### src/rtl/mandel_result_arbiter_if.sv
// rtl/mandel_result_arbiter_if.sv - core/mux/frame-buffer bus of the result arbiter
// Signals:
//   req/ack          per-core request and one-cycle acknowledge
//   select/mux_q     registered mux select and the mux output returned
//   out_valid/out_ready/out_data/out_src  handshake towards the frame-buffer writer
// master: the arbiter side. slave: the cores, mux and writer side.
interface mandel_result_arbiter_if #(
    parameter int N_REQ        = 15,
    parameter int DATA_WIDTH   = 12,
    parameter int SELECT_WIDTH = 4
);
    logic [N_REQ-1:0]        req;
    logic [N_REQ-1:0]        ack;
    logic [SELECT_WIDTH-1:0] select;
    logic [DATA_WIDTH-1:0]   mux_q;
    logic                    out_valid;
    logic                    out_ready;
    logic [DATA_WIDTH-1:0]   out_data;
    logic [SELECT_WIDTH-1:0] out_src;

    modport master (
        input  req, mux_q, out_ready,
        output ack, select, out_valid, out_data, out_src
    );

    modport slave (
        output req, mux_q, out_ready,
        input  ack, select, out_valid, out_data, out_src
    );
endinterface

### src/rtl/mandel_result_arbiter.sv
// rtl/mandel_result_arbiter.sv - round-robin scheduler for the shared result multiplexer
// Ports:
//   clk     system clock, rising edge
//   reset   asynchronous, active-high
//   enable  gates new grants only; a transfer in flight always completes
//   busy    high whenever the FSM is not in IDLE
//   bus     master side of mandel_result_arbiter_if (req/ack, select/mux_q, out_* handshake)
module mandel_result_arbiter #(
    parameter int N_REQ        = 15,
    parameter int DATA_WIDTH   = 12,
    parameter int SELECT_WIDTH = 4
) (
    input  logic                    clk,
    input  logic                    reset,
    input  logic                    enable,
    output logic                    busy,
    mandel_result_arbiter_if.master bus
);
    typedef enum logic [1:0] {
        IDLE    = 2'd0,
        CAPTURE = 2'd1,
        OUTPUT  = 2'd2
    } state_t;

    state_t                  state;
    state_t                  state_next;
    logic [SELECT_WIDTH-1:0] ptr;
    logic [SELECT_WIDTH-1:0] select_q;
    logic [SELECT_WIDTH-1:0] winner;
    logic                    found;
    logic                    grant;
    logic [N_REQ-1:0]        ack_q;
    logic [DATA_WIDTH-1:0]   out_data_q;
    logic [SELECT_WIDTH-1:0] out_src_q;
    logic                    out_valid_q;
    int                      idx;

    // Circular search starting at ptr+1. Scanning from the farthest candidate
    // towards the nearest lets the nearest requester overwrite the others.
    always_comb begin
        winner = '0;
        found  = 1'b0;
        idx    = 0;
        for (int k = N_REQ; k >= 1; k--) begin
            idx = int'(ptr) + k;
            if (idx >= N_REQ) begin
                idx = idx - N_REQ;
            end
            if (bus.req[SELECT_WIDTH'(idx)]) begin
                winner = SELECT_WIDTH'(idx);
                found  = 1'b1;
            end
        end
    end

    always_ff @(posedge clk or posedge reset) begin
        if (reset) begin
            state <= IDLE;
        end else begin
            state <= state_next;
        end
    end

    always_comb begin
        state_next = state;
        grant      = 1'b0;
        case (state)
            IDLE: begin
                if (enable && found) begin
                    grant      = 1'b1;
                    state_next = CAPTURE;
                end
            end
            CAPTURE: state_next = OUTPUT;
            OUTPUT: begin
                if (out_valid_q && bus.out_ready) begin
                    state_next = IDLE;
                end
            end
            default: state_next = IDLE;
        endcase
    end

    always_ff @(posedge clk or posedge reset) begin
        if (reset) begin
            select_q    <= '0;
            ptr         <= SELECT_WIDTH'(N_REQ - 1);
            ack_q       <= '0;
            out_valid_q <= 1'b0;
            out_data_q  <= '0;
            out_src_q   <= '0;
        end else begin
            ack_q <= '0;
            if (grant) begin
                select_q <= winner;
                ptr      <= winner;
            end
            // The mux has had the whole CAPTURE cycle to settle on select_q.
            if (state == CAPTURE) begin
                out_data_q  <= bus.mux_q;
                out_src_q   <= select_q;
                out_valid_q <= 1'b1;
                ack_q       <= N_REQ'(1) << select_q;
            end
            if (state == OUTPUT && out_valid_q && bus.out_ready) begin
                out_valid_q <= 1'b0;
            end
        end
    end

    assign bus.ack       = ack_q;
    assign bus.select    = select_q;
    assign bus.out_valid = out_valid_q;
    assign bus.out_data  = out_data_q;
    assign bus.out_src   = out_src_q;
    assign busy          = (state != IDLE);
endmodule

### src/flat_wrapper.sv
// flat-port wrapper written by rule: the top's interface ports become plain ports
module mandel_result_arbiter_flat 
#(
    parameter int N_REQ        = 15,
    parameter int DATA_WIDTH   = 12,
    parameter int SELECT_WIDTH = 4
)
  (clk, reset, enable, busy, bus_req, bus_mux_q, bus_out_ready, bus_ack, bus_select, bus_out_valid, bus_out_data, bus_out_src);
  mandel_result_arbiter_if #(.N_REQ(N_REQ), .DATA_WIDTH(DATA_WIDTH), .SELECT_WIDTH(SELECT_WIDTH)) bus_i ();
  input  logic clk;
  input  logic reset;
  input  logic enable;
  output logic busy;
  input wire logic [$bits(bus_i.req)-1:0] bus_req;
  input wire logic [$bits(bus_i.mux_q)-1:0] bus_mux_q;
  input wire logic [$bits(bus_i.out_ready)-1:0] bus_out_ready;
  output wire logic [$bits(bus_i.ack)-1:0] bus_ack;
  output wire logic [$bits(bus_i.select)-1:0] bus_select;
  output wire logic [$bits(bus_i.out_valid)-1:0] bus_out_valid;
  output wire logic [$bits(bus_i.out_data)-1:0] bus_out_data;
  output wire logic [$bits(bus_i.out_src)-1:0] bus_out_src;
  assign bus_i.req = bus_req;
  assign bus_i.mux_q = bus_mux_q;
  assign bus_i.out_ready = bus_out_ready;
  assign bus_ack = bus_i.ack;
  assign bus_select = bus_i.select;
  assign bus_out_valid = bus_i.out_valid;
  assign bus_out_data = bus_i.out_data;
  assign bus_out_src = bus_i.out_src;
  mandel_result_arbiter #(.N_REQ(N_REQ), .DATA_WIDTH(DATA_WIDTH), .SELECT_WIDTH(SELECT_WIDTH)) u_core (.clk(clk), .reset(reset), .enable(enable), .busy(busy), .bus(bus_i));
endmodule
### config.mk
export PLATFORM = sky130hd
export DESIGN_NAME = mandel_result_arbiter_flat
export DESIGN_NICKNAME = d
export VERILOG_FILES = /design/src/rtl/mandel_result_arbiter_if.sv /design/src/rtl/mandel_result_arbiter.sv /design/src/flat_wrapper.sv
export SDC_FILE = /design/constraint.sdc
export NUM_CORES = 1
export LEC_CHECK = 0
export ABC_AREA = 1
export BUFFER_PORTS_ARGS = -buffer_cell sky130_fd_sc_hd__buf_2
export CAP_MARGIN = 20
export CORE_UTILIZATION = 55
export DETAILED_ROUTE_END_ITERATION = 8
export PLACE_DENSITY_LB_ADDON = 0.12
export SYNTH_ARGS = -nofsm -noshare
export SYNTH_HDL_FRONTEND = slang
export SYNTH_SLANG_ARGS = --single-unit
export TNS_END_PERCENT = 100
### constraint.sdc
create_clock -name clk -period 3.8 [get_ports clk]
set_clock_uncertainty 0.15 [all_clocks]
set_input_delay 0.38 -clock clk [delete_from_list [all_inputs] [get_ports clk]]
set_output_delay 0.38 -clock clk [all_outputs]
set_load 0.01 [all_outputs]
After elaboration in Yosys (flattened, before gate mapping)
Index checks and enable logic that the tools add are counted.
W data, S select, Z words.
{"block": "totals", "output_inout_bits": 37, "ff_bits": 42, "in_bits": 31}
{"block": "classes", "n_lt_le_gt_ge": 30, "mux": 98, "n_reduce_logical": 8, "n_shift": 1, "eq_ne": 4, "add_sub_neg": 30}
{"operator": "$mux W4", "count": 30}
{"operator": "$lt A4 B6 Y1 const B", "count": 15}
{"operator": "$ge A5 B4 Y1 const B", "count": 15}
{"operator": "$bmux W1 S4", "count": 15}
{"operator": "$sub A4 B1 Y4 const B", "count": 15}
{"operator": "$mux W1", "count": 49}
{"operator": "$add A4 B4 Y5 const B", "count": 8}
{"operator": "$add A4 B3 Y5 const B", "count": 4}
{"operator": "$mux W15", "count": 1}
{"operator": "$shl A1 B4 Y15 const A", "count": 1}
{"operator": "$add A4 B2 Y5 const B", "count": 2}
{"operator": "$pmux W2 S3", "count": 1}
{"operator": "$add A4 B1 Y5 const B", "count": 1}
{"operator": "$logic_and A1 B1 Y1", "count": 4}
{"operator": "$mux W2", "count": 2}
{"operator": "$ne A2 B1 Y1 const B", "count": 2}
{"operator": "$reduce_bool A2 Y1", "count": 2}
{"operator": "$eq A2 B1 Y1 const B", "count": 1}
{"operator": "$eq A2 B2 Y1 const B", "count": 1}
{"operator": "$logic_not A2 Y1", "count": 1}
{"operator": "$reduce_and A2 Y1", "count": 1}

Longest topological paths before layout
{"block": "depth", "ltp_word": 24, "ltp_mapped": 39}

Least setup slack after synthesis
Ideal clock, no wire load.
{"block": "synth_timing", "path_type": "register to register", "start": "register u_core.bus.select[0] (netlist name)", "end": "register u_core.select_q[1], in the netlist u_core.bus.select[1]", "setup_slack_ps": 71, "arrival_ps": 3462, "period_less_slack_ps": 3729, "n_path_buf": 5, "path_stages_with_launch": 32, "cell_sequence": "dfrtp_1 -> buf_6 -> inv_2 -> buf_4 -> buf_2 -> ha_1 -> buf_4 -> inv_2 -> nor2_4 -> o21ai_2 -> nor2_1 -> nor2_1 -> nand2_1 -> nand2_2 -> buf_4 -> nor2_1 -> o311ai_1 -> nand3_1 -> nand2_2 -> a21oi_1 -> nand2_1 -> nand2_1 -> nand2_1 -> nand2_1 -> nand2_1 -> nand2_1 -> nand2_1 -> nand2_1 -> nand2_1 -> nand2_1 -> nand2_1 -> nand2_1"}
{"element": "end signal, assigned", "line_no": "mandel_result_arbiter.sv:95", "source": "select_q <= winner;"}
{"element": "end, declared", "line_no": "mandel_result_arbiter.sv:28", "source": "logic [SELECT_WIDTH-1:0] select_q;"}

Final worst setup path
{"block": "layout_timing", "start": "register u_core.ptr[1]", "end": "register u_core.ptr[2]"}
{"block": "layout_between", "elab_chain_len": 24}
{"element": "start, declared", "line_no": "mandel_result_arbiter.sv:27", "source": "logic [SELECT_WIDTH-1:0] ptr;"}
{"element": "start signal, assigned", "line_no": "mandel_result_arbiter.sv:87", "source": "ptr <= SELECT_WIDTH'(N_REQ - 1);"}
{"element": "start signal, assigned", "line_no": "mandel_result_arbiter.sv:96", "source": "ptr <= winner;"}
{"element": "$add A4 B4 Y5", "line_no": "mandel_result_arbiter.sv:45", "source": "idx = int'(ptr) + k;"}
{"element": "$sub A4 B1 Y4 / $ge A5 B4 Y1 (equally long branches)", "line_no": "mandel_result_arbiter.sv:47, mandel_result_arbiter.sv:46"}
{"element": "$mux W4", "line_no": "mandel_result_arbiter.sv:46", "source": "if (idx >= N_REQ) begin"}
{"element": "$bmux W1 S4", "line_no": "mandel_result_arbiter.sv:49", "source": "if (bus.req[SELECT_WIDTH'(idx)]) begin"}
{"element": "$mux W1 (implied by the code) (2 in series)", "line_no": "mandel_result_arbiter.sv:49"}
{"element": "$mux W1 (15 in series)", "line_no": "mandel_result_arbiter.sv:49"}
{"element": "$logic_and A1 B1 Y1", "line_no": "mandel_result_arbiter.sv:69", "source": "if (enable && found) begin"}
{"element": "$mux W1", "line_no": "mandel_result_arbiter.sv:69"}
{"element": "$mux W1", "line_no": "mandel_result_arbiter.sv:67", "source": "case (state)"}
Several ways; a longest one is shown, not always the timed one. The select of a mux whose other input is x is not followed.
A chain may end at the register's enable or synchronous reset.

==> qor.csv <==
metric,value,unit
finalWorstPathRequiredPeriod,3.97,ns
worst-endpoint-arrival,4.06,ns
max_freq,252,MHz
min_period_over_period,1.04,
clk-insertion-delay-late,0.30,ns
place_congestion,1.05,
die_y,107,µm
total_of_endpoints_with_negative_setup_slack_in_the_final_report,8,
setup_slack_after_layout,-0.170,ns
dr.pass1.iters,6,
vias_in_the_first_global_route,6913,
cts_htree_levels,2,
synth_fp_nets,1111,
cts-root-buf,sky130_fd_sc_hd__clkbuf_8,
drt_first_iter_violations,1154,
worst_setup_path_end_kind,register,
timing.hold.worst.class,in2async,
layout-drive-gt1-share,0.277,
yosysWarnings,0,
final.fill_count,976,
clkSinkCount,41,
detail_route.wirelength,25400,µm
cap_violations,0,
postSynthRegisterBits,41,
grt_start_max_net_pins,42,
dpl_worst_slack,-0.123,ns
grt_antenna_before_repair,0,
post_synth.cell_area_avg,5.74,µm²
die-width,107,µm
drc_violations_left,0,
grt_util_all_layers,0.423,
grt_pass1_wl,36900,µm
place_hpwl,18100,µm
stdcell_area,7770,µm²
num_antenna_cells,0,
floorplan.rows,38,
cts_made_buffers,5,
tritoncts,yes,
synth_sequential_area_ratio,0.169,
final_common_cell,sky130_fd_sc_hd__nand2_1,
mostFrequentLayoutCells,"sky130_fd_sc_hd__nand2_1, sky130_fd_sc_hd__inv_1, sky130_fd_sc_hd__buf_4",
initial_utilization,0.563,
transition_time_at_the_pin_with_the_least_slew_margin,0.979,ns
timing.setup.critical_path_class,reg2reg,
report.final.slew_viol_count,0,
worst_slew_margin_rel,0.341,
area_added_between_synthesis_and_finish,27.4,%
nets,1253,
placeableCoreArea,10800,µm²
clkTransAtPathRegs,0.08,ns
globalRoute.totalOverflow,0,
dpl-instance-area,7050,µm²
failed_checks,negative setup slack,
via_per_inst,6.01,
cells_after_synthesis,1063,
synth_area,6100,µm²
placement.io_buffers,67,
floorplan.die_area,11500,µm²
vias,8088,
setup_repair_after_global_routing_missed_its_margin,true,
path_max_fanout,7,
route.antenna.remaining_nets,0,
final_hold_violations,0,
synth_cell_type_count,50,
result_of_the_run,finished with violations,
critical_path_required,3.89,ns
routed_wire_length_per_instance,18.8,µm
cts-root-to-sink-buffers,2,
pin_count,68,
critical_path.startpoint_type,register,
-- worst max-delay path, cell delays in order (launching register included) --
cell and delay (ns):
sky130_fd_sc_hd__dfstp_2 0.57, sky130_fd_sc_hd__clkinvlp_4 0.20, sky130_fd_sc_hd__buf_6 0.18, sky130_fd_sc_hd__ha_1 0.24, sky130_fd_sc_hd__o21ai_2 0.30, sky130_fd_sc_hd__o21ai_4 0.15, sky130_fd_sc_hd__o21ai_0 0.79, sky130_fd_sc_hd__o211ai_1 0.23
sky130_fd_sc_hd__nand2_2 0.20, sky130_fd_sc_hd__inv_1 0.07, sky130_fd_sc_hd__a21oi_1 0.11, sky130_fd_sc_hd__nand2_1 0.07, sky130_fd_sc_hd__nand2_1 0.07, sky130_fd_sc_hd__nand2_2 0.06, sky130_fd_sc_hd__nand2_2 0.08, sky130_fd_sc_hd__nand2_1 0.06
sky130_fd_sc_hd__nand2_1 0.06, sky130_fd_sc_hd__nand2_1 0.06, sky130_fd_sc_hd__nand2_1 0.08, sky130_fd_sc_hd__nand2_1 0.07, sky130_fd_sc_hd__nand2_1 0.09
-- worst paths after layout --
path	from	to	slack (ns)	cells after the start
max	u_core.ptr[1]$_DFFE_PP1P_	u_core.ptr[2]$_DFFE_PP1P_	-0.17	20
min	reset	u_core.bus.select[2]$_DFFE_PP0P_	0.04	3
max reg2reg	u_core.ptr[1]$_DFFE_PP1P_	u_core.ptr[2]$_DFFE_PP1P_	-0.17	20
min reg2reg	u_core.bus.out_data[1]$_DFFE_PP0P_	u_core.bus.out_data[1]$_DFFE_PP0P_	0.32	2
max in group asynchronous	reset	u_core.bus.select[0]$_DFFE_PP0P_	3.10	3
min in group clk	bus_mux_q[7]	u_core.bus.out_data[7]$_DFFE_PP0P_	0.13	3
-- flip-flops by register name, indices dropped and copies added, names as in the netlist --
name and count:
u_core.state 2, u_core.bus.out_valid 1, u_core.bus.out_data 12, u_core.bus.select 4
u_core.bus.ack 15, u_core.bus.out_src 4, u_core.ptr 3
-- layer usage --
metal	global-route usage	wire length [µm]	vias up
li1	-	-	3776
met4	0.283	1710	0
met3	0.0666	2750	138
met5	0	0	-
met1	0.530	9690	3643
met2	0.673	11200	531
-- layout make-up --
type                    instances  area [µm²]  area share
flip-flops and latches         41        1030       0.133
clock buffers                   7        96.3      0.0124
repair buffers                169        1160       0.149
inverters                     134         514      0.0662
clock inverters                 1        5.00    0.000644
multi-input cells             854        4790       0.617
well taps                     140         175      0.0225
-- cells in the mapped netlist (all sizes together) --
master | count | area, µm²
a211oi | 2 | 15.0
a21o | 1 | 7.51
a21oi | 62 | 325
a31oi | 4 | 25.0
buf | 21 | 159
clkbuf | 13 | 48.8
clkinv | 4 | 15.0
dfrtp | 38 | 951
dfstp | 3 | 78.8
ha | 17 | 213
inv | 130 | 493
nand2 | 367 | 1510
nand3 | 103 | 531
nand3b | 4 | 33.8
nand4 | 1 | 6.26
nor2 | 88 | 343
nor3 | 10 | 55.1
nor4 | 2 | 12.5
o2111ai | 1 | 8.76
o211ai | 42 | 315
o21a | 1 | 7.51
o21ai | 120 | 661
o221ai | 4 | 35.0
o22ai | 2 | 12.5
o311ai | 6 | 60.1
o31ai | 1 | 7.51
or2 | 1 | 6.26
or3 | 1 | 6.26
xnor2 | 2 | 17.5
xor2 | 12 | 139
-- stage by stage --
step                 util  hold WS, ns  setup TNS (ns)  instances
CTS                 0.663       0.0444               0       1325
global placement    0.650        0.299          -0.565       1317
floorplan               -        0.347               0       1063
global route        0.717       0.0923           -2.47       1346
finish              0.717       0.0395          -0.902       1346
detailed placement  0.650        0.304          -0.642       1317
-- cells by family after synthesis --
kind of cell	count (synthesis)	synth area share
compound gates	246	0.243
simple gates	577	0.411
fa+ha+maj	17	0.0349
xor+xnor	14	0.0256
flops	41	0.169
buf+inv	168	0.117
-- what timing repair did --
action                                  in CTS  in global routing
gates resized for setup                      8                104
endpoints found under the setup margin       8                  8
buffers inserted                             0                 21
hold buffers                                 0                  0
pin swaps                                    0                 29
Power is not shown: default switching activity piles up to over one toggle a cycle in this logic, so the estimate is an artifact.
